**src/rtl/fixed_decoder_order4.sv**
```systemverilog
// Fixed order-4 LPC decoder: warm-up samples pass through, later beats are residuals added to the predictor.
// Optional feature: define FIXED_DEC_CHECKSUM_EN to add the oChecksum running-sum output.
module fixed_decoder_order4 #(
    parameter int unsigned SAMPLE_W = 16,
    parameter int unsigned COUNT_W  = 16
) (
    input  logic                iClock,
    input  logic                iReset,
    input  logic                iStart,
    input  logic [COUNT_W-1:0]  iBlockSize,
    input  logic                iValid,
    input  logic [SAMPLE_W-1:0] iResidual,
    output logic                oReady,
    output logic [SAMPLE_W-1:0] oSample,
    output logic                oValid,
    output logic                oDone
`ifdef FIXED_DEC_CHECKSUM_EN
    ,
    output logic [SAMPLE_W-1:0] oChecksum
`endif
);

    typedef enum logic [1:0] {
        IDLE   = 2'd0,
        WARMUP = 2'd1,
        DECODE = 2'd2
    } state_t;

    state_t              r_state;
    state_t              w_state_next;
    logic [COUNT_W-1:0]  r_size;
    logic [COUNT_W-1:0]  r_count;
    logic [SAMPLE_W-1:0] r_h1, r_h2, r_h3, r_h4;
    logic [SAMPLE_W-1:0] r_sample;
    logic                r_valid;
    logic                r_done;

    logic                w_start;
    logic                w_beat;
    logic                w_last;
    logic [COUNT_W-1:0]  w_count_inc;
    logic [SAMPLE_W-1:0] w_pred;
    logic [SAMPLE_W-1:0] w_new;

    assign oReady      = (r_state != IDLE);
    assign w_start     = iStart && (iBlockSize != '0);
    assign w_beat      = iValid && oReady && !iStart;
    assign w_count_inc = r_count + 1'b1;
    assign w_last      = (w_count_inc == r_size);

    // 4h1 - 6h2 + 4h3 - h4 + r, wrapping at SAMPLE_W bits to mirror the encoder exactly
    assign w_pred = (r_h1 << 2) - (r_h2 << 2) - (r_h2 << 1) + (r_h3 << 2) - r_h4 + iResidual;
    assign w_new  = (r_state == WARMUP) ? iResidual : w_pred;

    always_ff @(posedge iClock) begin
        if (!iReset) r_state <= IDLE;
        else         r_state <= w_state_next;
    end

    always_comb begin
        w_state_next = r_state;
        if (w_start) begin
            w_state_next = WARMUP;
        end else if (w_beat) begin
            case (r_state)
                WARMUP: begin
                    if (w_last)                         w_state_next = IDLE;
                    else if (r_count == COUNT_W'(3))    w_state_next = DECODE;
                end
                DECODE: begin
                    if (w_last) w_state_next = IDLE;
                end
                default: w_state_next = r_state;
            endcase
        end
    end

    always_ff @(posedge iClock) begin
        if (!iReset) begin
            r_size   <= '0;
            r_count  <= '0;
            r_h1     <= '0;
            r_h2     <= '0;
            r_h3     <= '0;
            r_h4     <= '0;
            r_sample <= '0;
            r_valid  <= 1'b0;
            r_done   <= 1'b0;
        end else begin
            r_valid <= 1'b0;
            r_done  <= 1'b0;
            if (w_start) begin
                r_size  <= iBlockSize;
                r_count <= '0;
                r_h1    <= '0;
                r_h2    <= '0;
                r_h3    <= '0;
                r_h4    <= '0;
            end else if (w_beat) begin
                r_sample <= w_new;
                r_valid  <= 1'b1;
                r_done   <= w_last;
                r_count  <= w_count_inc;
                r_h4     <= r_h3;
                r_h3     <= r_h2;
                r_h2     <= r_h1;
                r_h1     <= w_new;
            end
        end
    end

    assign oSample = r_sample;
    assign oValid  = r_valid;
    assign oDone   = r_done;

`ifdef FIXED_DEC_CHECKSUM_EN
    logic [SAMPLE_W-1:0] r_checksum;

    always_ff @(posedge iClock) begin
        if (!iReset)      r_checksum <= '0;
        else if (w_start) r_checksum <= '0;
        else if (w_beat)  r_checksum <= r_checksum + w_new;
    end

    assign oChecksum = r_checksum;
`endif

endmodule

```
**config.mk**
```make
export PLATFORM = sky130hd
export DESIGN_NAME = fixed_decoder_order4
export DESIGN_NICKNAME = d
export VERILOG_FILES = /design/src/rtl/fixed_decoder_order4.sv
export SDC_FILE = /design/constraint.sdc
export NUM_CORES = 1
export LEC_CHECK = 0
export ABC_AREA = 1
export CAP_MARGIN = 5
export CORE_UTILIZATION = 55
export DETAILED_ROUTE_END_ITERATION = 8
export PLACE_DENSITY = 0.79
export SYNTH_ARGS = -nofsm -noshare
export SYNTH_HDL_FRONTEND = slang
export SYNTH_SLANG_ARGS = --single-unit
```
**constraint.sdc**
```tcl
create_clock -name iClock -period 10.79 [get_ports iClock]
set_input_delay 2.6975 -clock iClock [delete_from_list [all_inputs] [get_ports iClock]]
set_output_delay 2.6975 -clock iClock [all_outputs]
set_load 0.03 [all_outputs]
```
==> impl_metrics.ini <==
[setup_path]
reg2regPathDepth = 17
cpPeakStageDelay_ns = 0.55
timing.rr.start = r_h2[3]$_SDFFE_PP0P_
worstPathArrival_ns = 6.55
cp_cell_sequence = clkdlybuf4s50_1 > inv_1 > fa_1 > inv_1 > fa_1 > inv_1 > fa_1 > inv_1 > ha_1 > a21o_1 > o21bai_1 > a21oi_1 > nor2_1 > nor2_1 > o21ai_0 > nand2_1 > nand2_1 > o21ai_1 > a21oi_1
slowest_stage = fa_1
r2r_end = oSample[15]$_SDFFE_PN0P_
cp.buffers_inverters = 5
critical_path_class = input pin to register
worstPathRequired_ns = 11.07
worst_path_most_repeated_cell = inv_1
r2r_slack_ns = 6.82
startpoint = iResidual[8]
end_kind = register
cp-start-kind = input pin
crit_family = adder cells
critPathMaxFanout = 4

[power_and_ir_drop]
p_leak_nw = 3.20
p_per_area_nw_per_um2 = 142
ir_worst_vdd_mv = 0.108

[clock_network]
cts_sinks = 116
cts_resized = 0
cts_tree = yes
clockBufferDepth = 2
ctsRootBufferMaster = clkbuf_16
cts_buffers = 17
clk_pin_slew_ns = 0.05
htreeDepth = 4
cts_hold_buf = 0
insertion_delay_ns = 0.43
post_cts_buffers = 0

[cells_and_area]
syn_to_final_growth_pct = 17.9
nNetsFinal = 1072
drive_gt1_share_pct = 6.95
diodes = 0

[synthesis]
synth_top_flop_cell = dfxtp_1
synthesis.area_um2 = 7030
yosysWarningCount = 0
synth_edf_count = 0
synth_cell_types = 37
syn_inst = 923
synth_seq_cells = 116
synth_area_per_cell_um2 = 7.62
synth-seq-area-share_pct = 33.0
synth_nets = 1030
async_reset_ff_share_pct = 0

[detailed_routing]
drc = 0
vias = 5952
antenna_left = 0
drt_iter0_markers = 431
wl_per_cell_um = 13.5
avgViaCountPerCell = 5.19
drtPass1Iterations = 5
wirelength_um = 15400

[global_route]
grt_pass1_vias = 5881
grt_max_degree = 77
grt_first_pass_wirelength_um = 27000
overflow = 0
grt_use_total_pct = 26.5
antenna_found_initial = 0

[sta]
fin_skew_ns = 0.00859
fin_crit_ns = 6.27
timing.fmax_ghz = 0.159
max_slew_margin_pct = 41.1
finalHoldViolCount = 0
finalSetupTns_ns = 0
finalMaxSlewViolations = 0
rsz0062_at_grt = no
tightest_slew_ns = 0.881
post-route-period-util_pct = 58.1
whs_ns = 0.456
setup_viol = 0

[placement]
post-dp-hpwl_um = 10800
routabilityCongestion = 0.859
port_buffers = 54

[outcome]
outcome = finished clean

[die]
core-area_um2 = 12300
die_w_um = 115
num_rows = 40
floorplan.io_pins = 55
start_util_pct = 57.4
fp.dieArea_um2 = 13200
fp.dieH_um = 115

[hold_path]
hold_path_class = register to register
holdPathStages = 2
hold_path_startpoint = r_size[0]$_SDFFE_PN0P_
hold_path_end = r_size[0]$_SDFFE_PN0P_

[flow_run]
maxCapViolCount = 0
-- cell type report --
| type | count | area (um^2) |
|---|---|---|
| fill | 1002 | 3970 |
| multi-input combinational | 623 | 4020 |
| sequential | 116 | 2320 |
| clock inverter | 9 | 125 |
| inverter | 149 | 559 |
| timing repair buffer | 58 | 571 |
| tap | 168 | 210 |
| clock buffer | 23 | 488 |
-- how the worst max path moves through the flow --
stage / end / depth (start not counted)
after floorplan: oSample[15]$_SDFFE_PN0P_ / 18
after global placement: oSample[15]$_SDFFE_PN0P_ / 19
after detailed placement: oSample[15]$_SDFFE_PN0P_ / 19
after CTS: oSample[15]$_SDFFE_PN0P_ / 19
after global routing: oSample[15]$_SDFFE_PN0P_ / 19
final: oSample[15]$_SDFFE_PN0P_ / 19
-- state kept, by name (all words and copies together) (netlist names) --
name,count
oDone,1
oSample,16
oValid,1
r_count,16
r_h1,16
r_h2,16
r_h3,16
r_h4,16
r_size,16
r_state,2
-- per-stage QoR --
| stage | std cells | util (%) | setup WS [ns] | instance area (um^2) | total power, W |
|---|---|---|---|---|---|
| finish | 1146 | 67.7 | 4.52 | 8300 | 0.00118 |
| global route | 1146 | 67.7 | 4.19 | 8300 | 0.00123 |
| CTS | 1146 | 67.7 | 4.53 | 8300 | 0.00119 |
| detailed placement | 1114 | 62.7 | 4.15 | 7680 | 0.000602 |
| global placement | 1114 | 62.7 | 4.22 | 7680 | 0.000600 |
| floorplan | 923 | - | 4.87 | 7030 | 0.000556 |
-- kinds of logic (layout without fill, tap and decap cells) --
| logic type | after synthesis | in the layout | share of synthesized area [%] |
|---|---|---|---|
| xor gates and xnor gates | 24 | 24 | 3.81 |
| adders and majority gates | 71 | 71 | 18.3 |
| buffers and inverters | 184 | 239 | 9.93 |
| AOI/OAI and AO/OA | 189 | 189 | 14.2 |
| DFF | 116 | 116 | 33.0 |
| and+or+nand+nor | 339 | 339 | 20.7 |
-- synth_stat cells (3+ instances only) --
library cell,instances,area [um^2]
nor2_2,4,25.0
a21o_1,4,30.0
o21ai_0,39,195
xor2_1,11,96.3
nand3_2,4,40.0
ha_1,18,225
o21ai_1,4,20.0
nand2_2,6,37.5
a211oi_1,3,22.5
buf_1,8,30.0
o211ai_1,5,37.5
inv_2,5,18.8
inv_1,143,537
nand2_1,214,803
nand4_1,7,43.8
clkbuf_1,21,78.8
nor2_1,49,184
dfxtp_1,116,2320
xnor2_1,9,78.8
buf_2,6,30.0
a21oi_1,126,631
nor4_1,6,37.5
nand3_1,29,145
nor3_1,6,30.0
or2_2,5,31.3
nor2_4,5,56.3
fa_1,53,1060
-- power breakdown --
part	internal [W]	total (W)	switching [W]	leakage, nW
Sequential	0.000438	0.000444	0.00000650	0.940
Combinational	0.0000610	0.000150	0.0000892	1.96
Clock	0.000385	0.000586	0.000201	0.299
-- worst register-to-register path, cell delays in order (launching register included) --
cell	delay, ns
dfxtp_1	0.37
inv_1	0.11
fa_1	0.51
fa_1	0.56
inv_1	0.06
fa_1	0.54
inv_1	0.04
ha_1	0.34
a21oi_1	0.20
o21ai_1	0.16
a21oi_1	0.23
nor2_1	0.06
nor2_1	0.14
o21ai_0	0.13
nand2_1	0.08
nand2_1	0.04
o21ai_1	0.17
a21oi_1	0.08
-- cell usage in the layout, fill, tap and decap left out, types with 5 or more instances in the layout --
cell type and count:
o211ai_1 5, nor2_4 6, dfxtp_1 116, nor2_1 48, o21ai_0 39, clkdlybuf4s50_1 54
nor3_1 6, a21oi_1 126, nand2_2 6, clkbuf_16 17, nand4_1 7, inv_1 143
nand2_1 214, or2_2 5, xor2_1 11, nand3_1 29, xnor2_1 9, ha_1 18
nor4_1 6, fa_1 53, inv_2 5
-- per-layer routing --
| layer | wire, um | vias to the layer above | global-route usage [%] |
|---|---|---|---|
| met5 | 0 | - | 0 |
| met4 | 246 | 0 | 11.0 |
| met3 | 689 | 29 | 4.96 |
| met2 | 7460 | 138 | 43.9 |
| met1 | 7050 | 2790 | 34.0 |
| li1 | - | 2995 | - |
Power figures use the tool's default switching activity.
